[src/rtl/ifu_pkg.sv]
`default_nettype none
// ============================================================================
// Module      : ifu_pkg
// Description : Shared types and sizes for the instruction fetch unit.
// Revision    : 1.0 - initial release
// ============================================================================
package ifu_pkg;

    localparam int FIFO_DEPTH = 2;
    localparam int INST_W     = 32;
    localparam int PC_W       = 32;

    typedef enum logic [1:0] {
        IDLE = 2'd0,
        RUN  = 2'd1,
        HALT = 2'd2
    } ifu_state_t;

    typedef struct packed {
        logic [PC_W-1:0]   pc;
        logic [INST_W-1:0] inst;
    } fetch_entry_t;

endpackage
`default_nettype wire

[src/rtl/ifu_fifo2.sv]
`default_nettype none
// ============================================================================
// Module      : ifu_fifo2
// Description : Two-entry {pc, inst} buffer with flush; head shown combinationally.
// Revision    : 1.0 - initial release
// ============================================================================
module ifu_fifo2
    import ifu_pkg::*;
(
    input  logic              clk,
    input  logic              rst_n,
    input  logic              push,
    input  logic              pop,
    input  logic              flush,
    input  logic [PC_W-1:0]   push_pc,
    input  logic [INST_W-1:0] push_inst,
    output logic [PC_W-1:0]   head_pc,
    output logic [INST_W-1:0] head_inst,
    output logic [1:0]        count
);

    localparam logic [1:0] c_full = 2'(FIFO_DEPTH);

    fetch_entry_t r_mem [FIFO_DEPTH];
    logic         r_wr_ptr;
    logic         r_rd_ptr;
    logic [1:0]   r_count;
    logic         w_do_pop;
    logic         w_do_push;

    // Pop on empty is dropped; a push into a full buffer needs a same-cycle pop.
    assign w_do_pop  = pop && (r_count != 2'd0);
    assign w_do_push = push && ((r_count != c_full) || w_do_pop);

    always_ff @(posedge clk) begin
        if (!rst_n) begin
            for (int i = 0; i < FIFO_DEPTH; i++) begin
                r_mem[i] <= '0;
            end
            r_wr_ptr <= 1'b0;
            r_rd_ptr <= 1'b0;
            r_count  <= 2'd0;
        end else if (flush) begin
            r_wr_ptr <= 1'b0;
            r_rd_ptr <= 1'b0;
            r_count  <= 2'd0;
        end else begin
            if (w_do_push) begin
                r_mem[r_wr_ptr] <= '{pc: push_pc, inst: push_inst};
                r_wr_ptr        <= ~r_wr_ptr;
            end
            if (w_do_pop) begin
                r_rd_ptr <= ~r_rd_ptr;
            end
            case ({w_do_push, w_do_pop})
                2'b10:   r_count <= r_count + 2'd1;
                2'b01:   r_count <= r_count - 2'd1;
                default: r_count <= r_count;
            endcase
        end
    end

    assign head_pc   = r_mem[r_rd_ptr].pc;
    assign head_inst = r_mem[r_rd_ptr].inst;
    assign count     = r_count;

endmodule
`default_nettype wire

[src/rtl/inst_fetch_ctrl.sv]
`default_nettype none
// ============================================================================
// Module      : inst_fetch_ctrl
// Description : Sequential instruction fetch from a small ROM into a 2-deep buffer.
// Revision    : 1.0 - initial release
// ============================================================================
module inst_fetch_ctrl
    import ifu_pkg::*;
#(
    parameter logic [31:0] RESET_PC  = 32'h0000_0000,
    parameter logic [31:0] ROM_BYTES = 32'h0000_0080
) (
    input  logic        clk,
    input  logic        rst_n,
    output logic [31:0] rom_addr,
    input  logic [31:0] rom_inst,
    input  logic        redirect_valid,
    input  logic [31:0] redirect_pc,
    output logic        out_valid,
    input  logic        out_ready,
    output logic [31:0] out_inst,
    output logic [31:0] out_pc,
    output logic        halted
);

    localparam logic [31:0] c_reset_pc = {RESET_PC[31:2], 2'b00};
    localparam logic [1:0]  c_full     = 2'(FIFO_DEPTH);

    ifu_state_t  r_state;
    logic [31:0] r_pc;
    logic        r_halted;
    logic [1:0]  w_count;
    logic        w_redirect;
    logic        w_pop;
    logic        w_in_rom;
    logic        w_push;
    logic [31:0] w_next_pc;
    logic        w_unused_lsbs;

    assign w_unused_lsbs = ^redirect_pc[1:0];

    assign w_redirect = redirect_valid && (r_state != IDLE);
    assign w_pop      = out_valid && out_ready;
    assign w_in_rom   = r_pc < ROM_BYTES;
    assign w_next_pc  = r_pc + 32'd4;
    assign w_push     = (r_state == RUN) && !w_redirect && w_in_rom &&
                        ((w_count != c_full) || w_pop);

    // Redirect outranks every state transition except reset.
    always_ff @(posedge clk) begin
        if (!rst_n) begin
            r_state  <= IDLE;
            r_pc     <= c_reset_pc;
            r_halted <= 1'b0;
        end else if (w_redirect) begin
            r_state  <= RUN;
            r_pc     <= {redirect_pc[31:2], 2'b00};
            r_halted <= 1'b0;
        end else begin
            case (r_state)
                IDLE: begin
                    r_state <= RUN;
                end
                RUN: begin
                    if (!w_in_rom) begin
                        r_state  <= HALT;
                        r_halted <= 1'b1;
                    end else if (w_push) begin
                        r_pc <= w_next_pc;
                        if (w_next_pc >= ROM_BYTES) begin
                            r_state  <= HALT;
                            r_halted <= 1'b1;
                        end
                    end
                end
                HALT: begin
                    r_state <= HALT;
                end
                default: begin
                    r_state  <= IDLE;
                    r_halted <= 1'b0;
                end
            endcase
        end
    end

    ifu_fifo2 u_fifo (
        .clk       (clk),
        .rst_n     (rst_n),
        .push      (w_push),
        .pop       (w_pop),
        .flush     (w_redirect),
        .push_pc   (r_pc),
        .push_inst (rom_inst),
        .head_pc   (out_pc),
        .head_inst (out_inst),
        .count     (w_count)
    );

    assign rom_addr  = {r_pc[31:2], 2'b00};
    assign out_valid = (w_count != 2'd0);
    assign halted    = r_halted;

endmodule
`default_nettype wire

[config.mk]
export PLATFORM = sky130hd
export DESIGN_NAME = inst_fetch_ctrl
export DESIGN_NICKNAME = d
export VERILOG_FILES = /design/src/rtl/ifu_pkg.sv /design/src/rtl/ifu_fifo2.sv /design/src/rtl/inst_fetch_ctrl.sv
export SDC_FILE = /design/constraint.sdc
export NUM_CORES = 1
export LEC_CHECK = 0
export BUFFER_PORTS_ARGS = -buffer_cell sky130_fd_sc_hd__clkbuf_2
export CAP_MARGIN = 20
export CORE_MARGIN = 4
export CORE_UTILIZATION = 45
export CTS_CLUSTER_SIZE = 25
export DETAILED_ROUTE_END_ITERATION = 10
export GPL_TIMING_DRIVEN = 0
export PLACE_DENSITY = 0.74
export SYNTH_ARGS = -nofsm -noshare
export SYNTH_HDL_FRONTEND = slang
export SYNTH_SLANG_ARGS = --single-unit
[constraint.sdc]
create_clock -name clk -period 18 [get_ports clk]
set_clock_uncertainty 0.15 [all_clocks]
set_input_delay 1.8 -clock clk [delete_from_list [all_inputs] [get_ports clk]]
set_output_delay 1.8 -clock clk [all_outputs]
set_load 0.02 [all_outputs]
==> metrics.md, run 1 <==
| Metric | Value |
|---|---|
| Worst setup SP type | flop |
| Final hold vios | 0 |
| Req. time, crit path | 16.05 ns |
| Via count | 4478 |
| DRT iter0 DRCs | between 200 and 250 |
| Top cell type by total area after synthesis | edfxtp_1 |
| Most frequent CP cell | clkbuf_1 |
| Worst-skew pair later-pin latency | 0.42 ns |
| Synthesized area | between 6000 and 7000 um2 |
| Worst Hold End | halted$_SDFFE_PP0P_ |
| RR Startpoint | r_state[1]$_SDFFE_PP0P_ |
| Sequential share of power | a little under half |
| Peak VDD IR | 0.0000614 V |
| Wire per inst | 15.4 um |
| Status | completed |
| FP Rows | 44 |
| Setup TNS Final | 0 ns |
| Crit path time final | 4.17 ns |
| Register bit count reported by yosys | 162 |
| I/O pin total | 166 |
| Pwr Total | 0.933 mW |
| Comb pwr share | 13.0% |
| Final Cycle Share | 23.1% |
| CP arrival | 2.22 ns |
| Crit path buf inv count | 3 |
| Worst Max-Slew Pin Slew | 0.878 ns |
| Worst Path Class, Setup | flop to primary output |
| Ranking of synthesized cells by area | edfxtp_1 55%, dfxtp_1 11%, mux2_2 10%, and2_1 7.0%, nand2_1 3.4% |
| Slew HR | between 40 and 50% |
| Sequential cell area fraction in the yosys report | 66.0% |
| Fraction of synthesized cell area taken by the top area cell type | 54.8% |
| Cts bufs inserted | 17 |
| Post-CTS Hold Fix Bufs | 0 |
| Initial Util | 46.4% |
| Max-cap check violation count | 0 |
| Worst path slowest cell | clkbuf_1 |
| Post-synthesis cell count | 493 |
| Die area | 17100 um2 |
| Drt total wl | 14300 um |
| Pwr dens | 107 nW/um2 |
| Critical-path cell list | clkbuf_1 > clkbuf_1 > mux2_2 > clkbuf_2 |
| Footprint of the multi-input gates | about 2400 um2 |
| Min-Delay Path Depth | 2 |
| Synth unique cells | 44 |
| Post-synth EDFFs | 124 |
| Core Footprint | 14600 um2 |
| 1st-pass router iterations | 4 |
| Clock Root Buffer | clkbuf_16 |
| Initial antenna violation count | 0 |
| Vias/cell | 4.85 |
| Number of global-route vias before repair | 4595 |
| CTS tree | yes |
| Syn avg cell area | 13.8 um2 |
| Crit path max-delay family | buffers and inverters |
| Ys flop type | edfxtp_1 |
| Worst R2R End | u_fifo.r_mem[1][40]$_SDFFCE_PN0P_ |
| First-pass GRT wire length | 22300 um |
| Largest net degree at the start of global routing | 63 |
| DRC violations left | 0 |
| Sw frac | about a quarter |
| Gates resized, CTS repair | 0 |
| Pint | around 0.69 mW |
| Hold Startpoint | halted$_SDFFE_PP0P_ |
| Setup bufs post-CTS | 0 |
| Total track usage | 17.2% |
| Commonest cells post-synth | 124 x edfxtp_1, 76 x and2_1, 62 x mux2_2, 62 x nand2_1, 38 x dfxtp_1 |
| FF-to-FF path depth | 8 |
| Share of cells above drive strength 1 | ~37% |
| Clock power share | just under 40% |
| Critical Path Max Stage Delay | between 0.5 and 0.6 ns |
| Max frequency | around 240 MHz |
| Register area | 4480 um2 |
| Ant diodes | 0 |
| Psw | around 0.24 mW |
| DP HPWL | between 10000 and 15000 um |
| Final Slew Violations | 0 |
| GRT overflow | 0 |
| Clock-pin slew on the worst setup and hold paths | about 0.06 ns |
| R2r setup slk | between 10 and 15 ns |
| H-tree depth | 4 |
| Area growth, synth to finish | 28.0% |
| RSZ-0062 raised after global routing | no |
| Die width | 131 um |
| Post-synth ARST share | 0% |
| CTS sink cnt | 162 |
| Final ANT Viol Nets | 0 |
| CTS max path bufs | 2 |
| Yosys warnings | 0 |
| Pleak | 3.58 nW |
| Fillers | 1200 |
| Final RePlAce weighted congestion | 0.844 |
| Hold Crit Class | flop to flop |
| CP endpoint kind | primary output |
| Most common cell in the netlist | edfxtp_1 |
| Worst Path Max Fanout | 10 |
| Final number of setup-violating endpoints | 0 |
| Die Ht | 131 um |
| Layout Nets | 799 |
| I/O Buffers | 159 |
[power groups by stage]
stage | logic, mW | clock network (mW) | registers (mW)
2_1_floorplan | 0.0699 | 0 | 0.457
3_3_place_gp | 0.117 | 0 | 0.452
3_5_place_dp | 0.122 | 0 | 0.451
4_1_cts | 0.123 | 0.375 | 0.443
5_1_grt | 0.133 | 0.392 | 0.445
6_report | 0.121 | 0.369 | 0.442
[state kept, by name, summed over array words and instances (netlist names), named ones only]
signal,cells
r_pc,30
u_fifo.r_rd_ptr,1
u_fifo.count,2
u_fifo.r_wr_ptr,1
r_state,2
halted,1
u_fifo.r_mem,124
[per-layer routing]
layer / share of wire [%] / GRT usage, % / vias to the layer above / routed length [um]
met5: 0 / 0 / - / 0
met2: 49 / 29.5 / 153 / 6960
met4: 0.88 / 5.26 / 0 / 126
met3: 8.3 / 6.46 / 10 / 1180
li1: - / - / 2167 / -
met1: 42 / 20.2 / 2148 / 5990
[worst min-delay path: stages (launching register included)]
cell and delay (ns):
dfxtp_1 0.31, nand2_1 0.05, mux2i_1 0.06
[cell type report]
class                           count  area share [%]
Timing Repair Buffer              161            9.78
Clock buffer                       17            4.89
Sequential cell                   162            51.5
Inverter                            2          0.0863
Tap cell                          184            2.65
Multi-Input combinational cell    353            27.2
Clock inverter                     15            2.07
Buffer                             29            1.78
[cell usage in the layout, fill, tap and decap left out, types with 4 or more instances in the layout]
master     instances
inv_6              5
and3_1             4
edfxtp_1         124
a21oi_1            4
nand3_1            5
a21boi_0          24
o21ai_0            7
dfxtp_1           38
xnor2_1            5
mux2i_1            4
clkbuf_2         159
and2_1            76
mux2_2            62
clkbuf_16         17
ha_1               5
buf_4              6
nor2_1             9
clkbuf_1          18
conb_1            54
nand2_1           62
[how the worst max path moves through the flow]
stage	cells past startpoint	end	startpoint
after floorplan	5	u_fifo.r_mem[0][0]$_SDFFCE_PN0P_	out_ready
after global routing	4	out_pc[4]	flop
after detailed placement	7	u_fifo.r_mem[1][59]$_SDFFCE_PN0P_	out_ready
after CTS	4	out_pc[4]	flop
final	4	out_inst[7]	flop
after global placement	6	u_fifo.r_mem[0][13]$_SDFFCE_PN0P_	out_ready
[per-stage QoR]
| step | hold slack, ns | setup slack [ns] | cells | cell area [um2] | util (%) |
|---|---|---|---|---|---|
| after detailed placement | 0.307 | 13.49 | 891 | 8100 | 55.3 |
| after floorplan | 0.305 | 10.36 | 546 | 7000 | - |
| after CTS | 0.320 | 13.72 | 923 | 8700 | 59.4 |
| final | 0.318 | 13.83 | 923 | 8700 | 59.4 |
| after global routing | 0.341 | 13.66 | 923 | 8700 | 59.4 |
| after global placement | 0.302 | 7.71 | 889 | 8020 | 54.8 |
[logic make-up after synthesis]
kind of cell | synth area share (%)
AOI/OAI and AO/OA | 4.34
xor gates and xnor gates | 0.902
adders and majority gates | 0.920
buffers and inverters | 2.39
DFF | 66.0
muxes | 10.9
other | 0.0552
and+or+nand+nor | 14.6
No activity file was read; power rests on OpenSTA's default activity.
==> inputs of run 2 (changes only) <==
- PLACE_DENSITY: 0.74 -> 0.77
- clock period: 18 -> 3.4 ns (I/O delays scaled with it)
==> run 2 against run 1 <==
Critical path depth up 4. Register-to-register slack worse by 14 ns. Final cell count up 1.7%. Largest power group unchanged. Total power rose to 5.1 times the previous value. Via count up 0.47%. Combinational power rose to 5.4 times the previous value. Critical path type is now flop to flop. Die area unchanged.
==> metrics.md, run 2 (synthesis gave the netlist of run 1 again) <==
| Metric | Value |
|---|---|
| Final number of setup-violating endpoints | 0 (unchanged) |
| CP arrival | 2.92 ns (+0.70 ns) |
| Die area | 17100 um2 (unchanged) |
| 1st-pass router iterations | 4 (unchanged) |
| Worst Path Max Fanout | 31 (+21) |
| Status | completed |
| Initial Util | 46.4% (unchanged) |
| Pleak | 3.61 nW (+0.81%) |
| Drt total wl | 14400 um (+1.2%) |
| Worst-skew pair later-pin latency | 0.42 ns (about the same) |
| Max reg flops | 124 (unchanged) |
| CTS tree | yes |
| H-tree depth | 4 (unchanged) |
| Worst Path Class, Setup | flop to flop |
| Share of cells above drive strength 1 | 35.6% (-1.6 points) |
| Ant diodes | 0 (unchanged) |
| First-pass GRT wire length | 22300 um (about the same) |
| Area growth, synth to finish | 29.5% |
| FP Rows | 44 (unchanged) |
| I/O pin total | 166 (unchanged) |
| Max-cap check violation count | 0 (unchanged) |
| Initial antenna violation count | 0 (unchanged) |
| CP endpoint kind | flop |
| Max frequency | 331 MHz |
| CTS max path bufs | 2 (unchanged) |
| Via count | 4499 (+0.47%) |
| Peak VDD IR | 0.000334 V (+440%) |
| CTS sink cnt | 162 (unchanged) |
| Setup TNS Final | 0 ns (unchanged) |
| DRC violations left | 0 (unchanged) |
| Commonest non-fill, non-tap cell in the layout | clkbuf_2 |
| DP HPWL | 10100 um (-1.3%) |
| Vias/cell | 4.79 (-1.2%) |
| Slew HR | 57.7% (+16 points) |
| Final ANT Viol Nets | 0 (unchanged) |
| Most frequent cells in the layout | 159 x clkbuf_2, 124 x edfxtp_1, 76 x and2_1, 62 x nand2_1, 62 x mux2_2 |
| Req. time, crit path | 3.30 ns (-12.75 ns) |
| GRT overflow | 0 (unchanged) |
| Final Cycle Share | between 80% and 90% |
| DRT iter0 DRCs | 186 (-11%) |
| Largest registers in the final layout | u_fifo.r_mem: 124 flops, r_pc: 30 flops |
| RSZ-0062 raised after global routing | no |
| Worst Max-Slew Pin Slew | 0.629 ns (-0.249 ns) |
| Top reg by flops | u_fifo.r_mem |
| Hold Slack | 0.0176 ns (-0.300 ns) |
| Die Ht | 131 um (unchanged) |
| Largest net degree at the start of global routing | 63 (unchanged) |
| Final hold vios | 0 (unchanged) |
| Cts bufs inserted | 17 (unchanged) |
| Crit path time final | 3.02 ns |
| Final Slew Violations | 0 (unchanged) |
| Die width | 131 um (unchanged) |
| I/O Buffers | 159 (unchanged) |
| Clock-pin slew on the worst setup and hold paths | 0.06 ns (about the same) |
| Fillers | 1166 (-2.8%) |
| Core Footprint | 14600 um2 (unchanged) |
| Hold Crit Class | primary input to flop |
| Final RePlAce weighted congestion | 0.820 (-2.8%) |
| Worst setup SP type | flop |
| R2r setup slk | 0.38 ns (-14.31 ns) |
| Total track usage | 17.1% (-0.13 points) |
| Wire per inst | 15.4 um (-0.49%) |
| Pwr dens | 545 nW/um2 (+410%) |
| Clock Root Buffer | clkbuf_16 |
| Number of global-route vias before repair | 4690 (+2.1%) |
| Layout Nets | 815 (+2.0%) |
-- run 2: layer usage --
metal / vias to the layer above / wire [um] / track usage, %
met5: - / 0 / 0
met4: 0 / 293 / 7.62
met3: 25 / 1010 / 5.41
met2: 149 / 7260 / 29.6
met1: 2121 / 5870 / 19.3
li1: 2204 / - / -
-- run 2: layout make-up --
type / count / area [um2] / share of cell area (%)
Sequential cell: 162 / 4480 / 50.9
Multi-Input combinational cell: 354 / 2380 / 27.1
Timing Repair Buffer: 176 / 986 / 11.2
Clock buffer: 22 / 444 / 5.05
Tap cell: 184 / 230 / 2.62
Buffer: 29 / 155 / 1.76
Clock inverter: 10 / 111 / 1.27
Inverter: 2 / 7.51 / 0.0853
-- run 2: power breakdown --
part	internal (mW)	switching, mW	leakage (nW)
registers	2.27	0.0728	1.57
clock network	1.07	0.718	0.255
logic	0.253	0.405	1.79
total	3.60	1.20	3.61
-- run 2: critical path, cell delays in order (launching register included) --
cell      delay, ns
dfxtp_1        0.33
inv_1          0.08
ha_1           0.17
nor4b_2        0.24
nand4_2        0.22
nor3_4         0.46
and3_1         0.24
buf_2          0.26
nand2b_4       0.48
-- run 2: timing repair --
| action | 4_1_cts | 5_1_grt |
|---|---|---|
| setup endpoints to repair | 0 | 62 |
| hold buffers | 15 | 0 |
| gates resized for setup | 0 | 1 |
| buffers inserted | 0 | 0 |
| hold endpoints to repair | 15 | 0 |
-- run 2: path summary, 6_finish.rpt --
check | from | cells past startpoint | to
worst max-delay path | r_state[1]$_SDFFE_PP0P_ | 8 | u_fifo.r_mem[1][29]$_SDFFCE_PN0P_
worst min-delay path | redirect_pc[22] | 3 | r_pc[22]$_SDFFE_PN0P_
worst max register to register | r_state[1]$_SDFFE_PP0P_ | 8 | u_fifo.r_mem[1][29]$_SDFFCE_PN0P_
worst min register to register | halted$_SDFFE_PP0P_ | 2 | halted$_SDFFE_PP0P_
-- run 2: per-stage QoR --
stage          utilization [%]  setup WS, ns  std cells  cell area, um2  power [mW]
3_5_place_dp              55.2        0.0840        891            8080        3.03
5_1_grt                   60.1         0.121        939            8800        4.99
2_1_floorplan                -         0.321        546            7010        2.78
4_1_cts                   60.0        0.0533        938            8790        4.83
3_3_place_gp              54.9        -0.426        889            8040        3.00
6_report                  60.1         0.382        939            8800        4.79
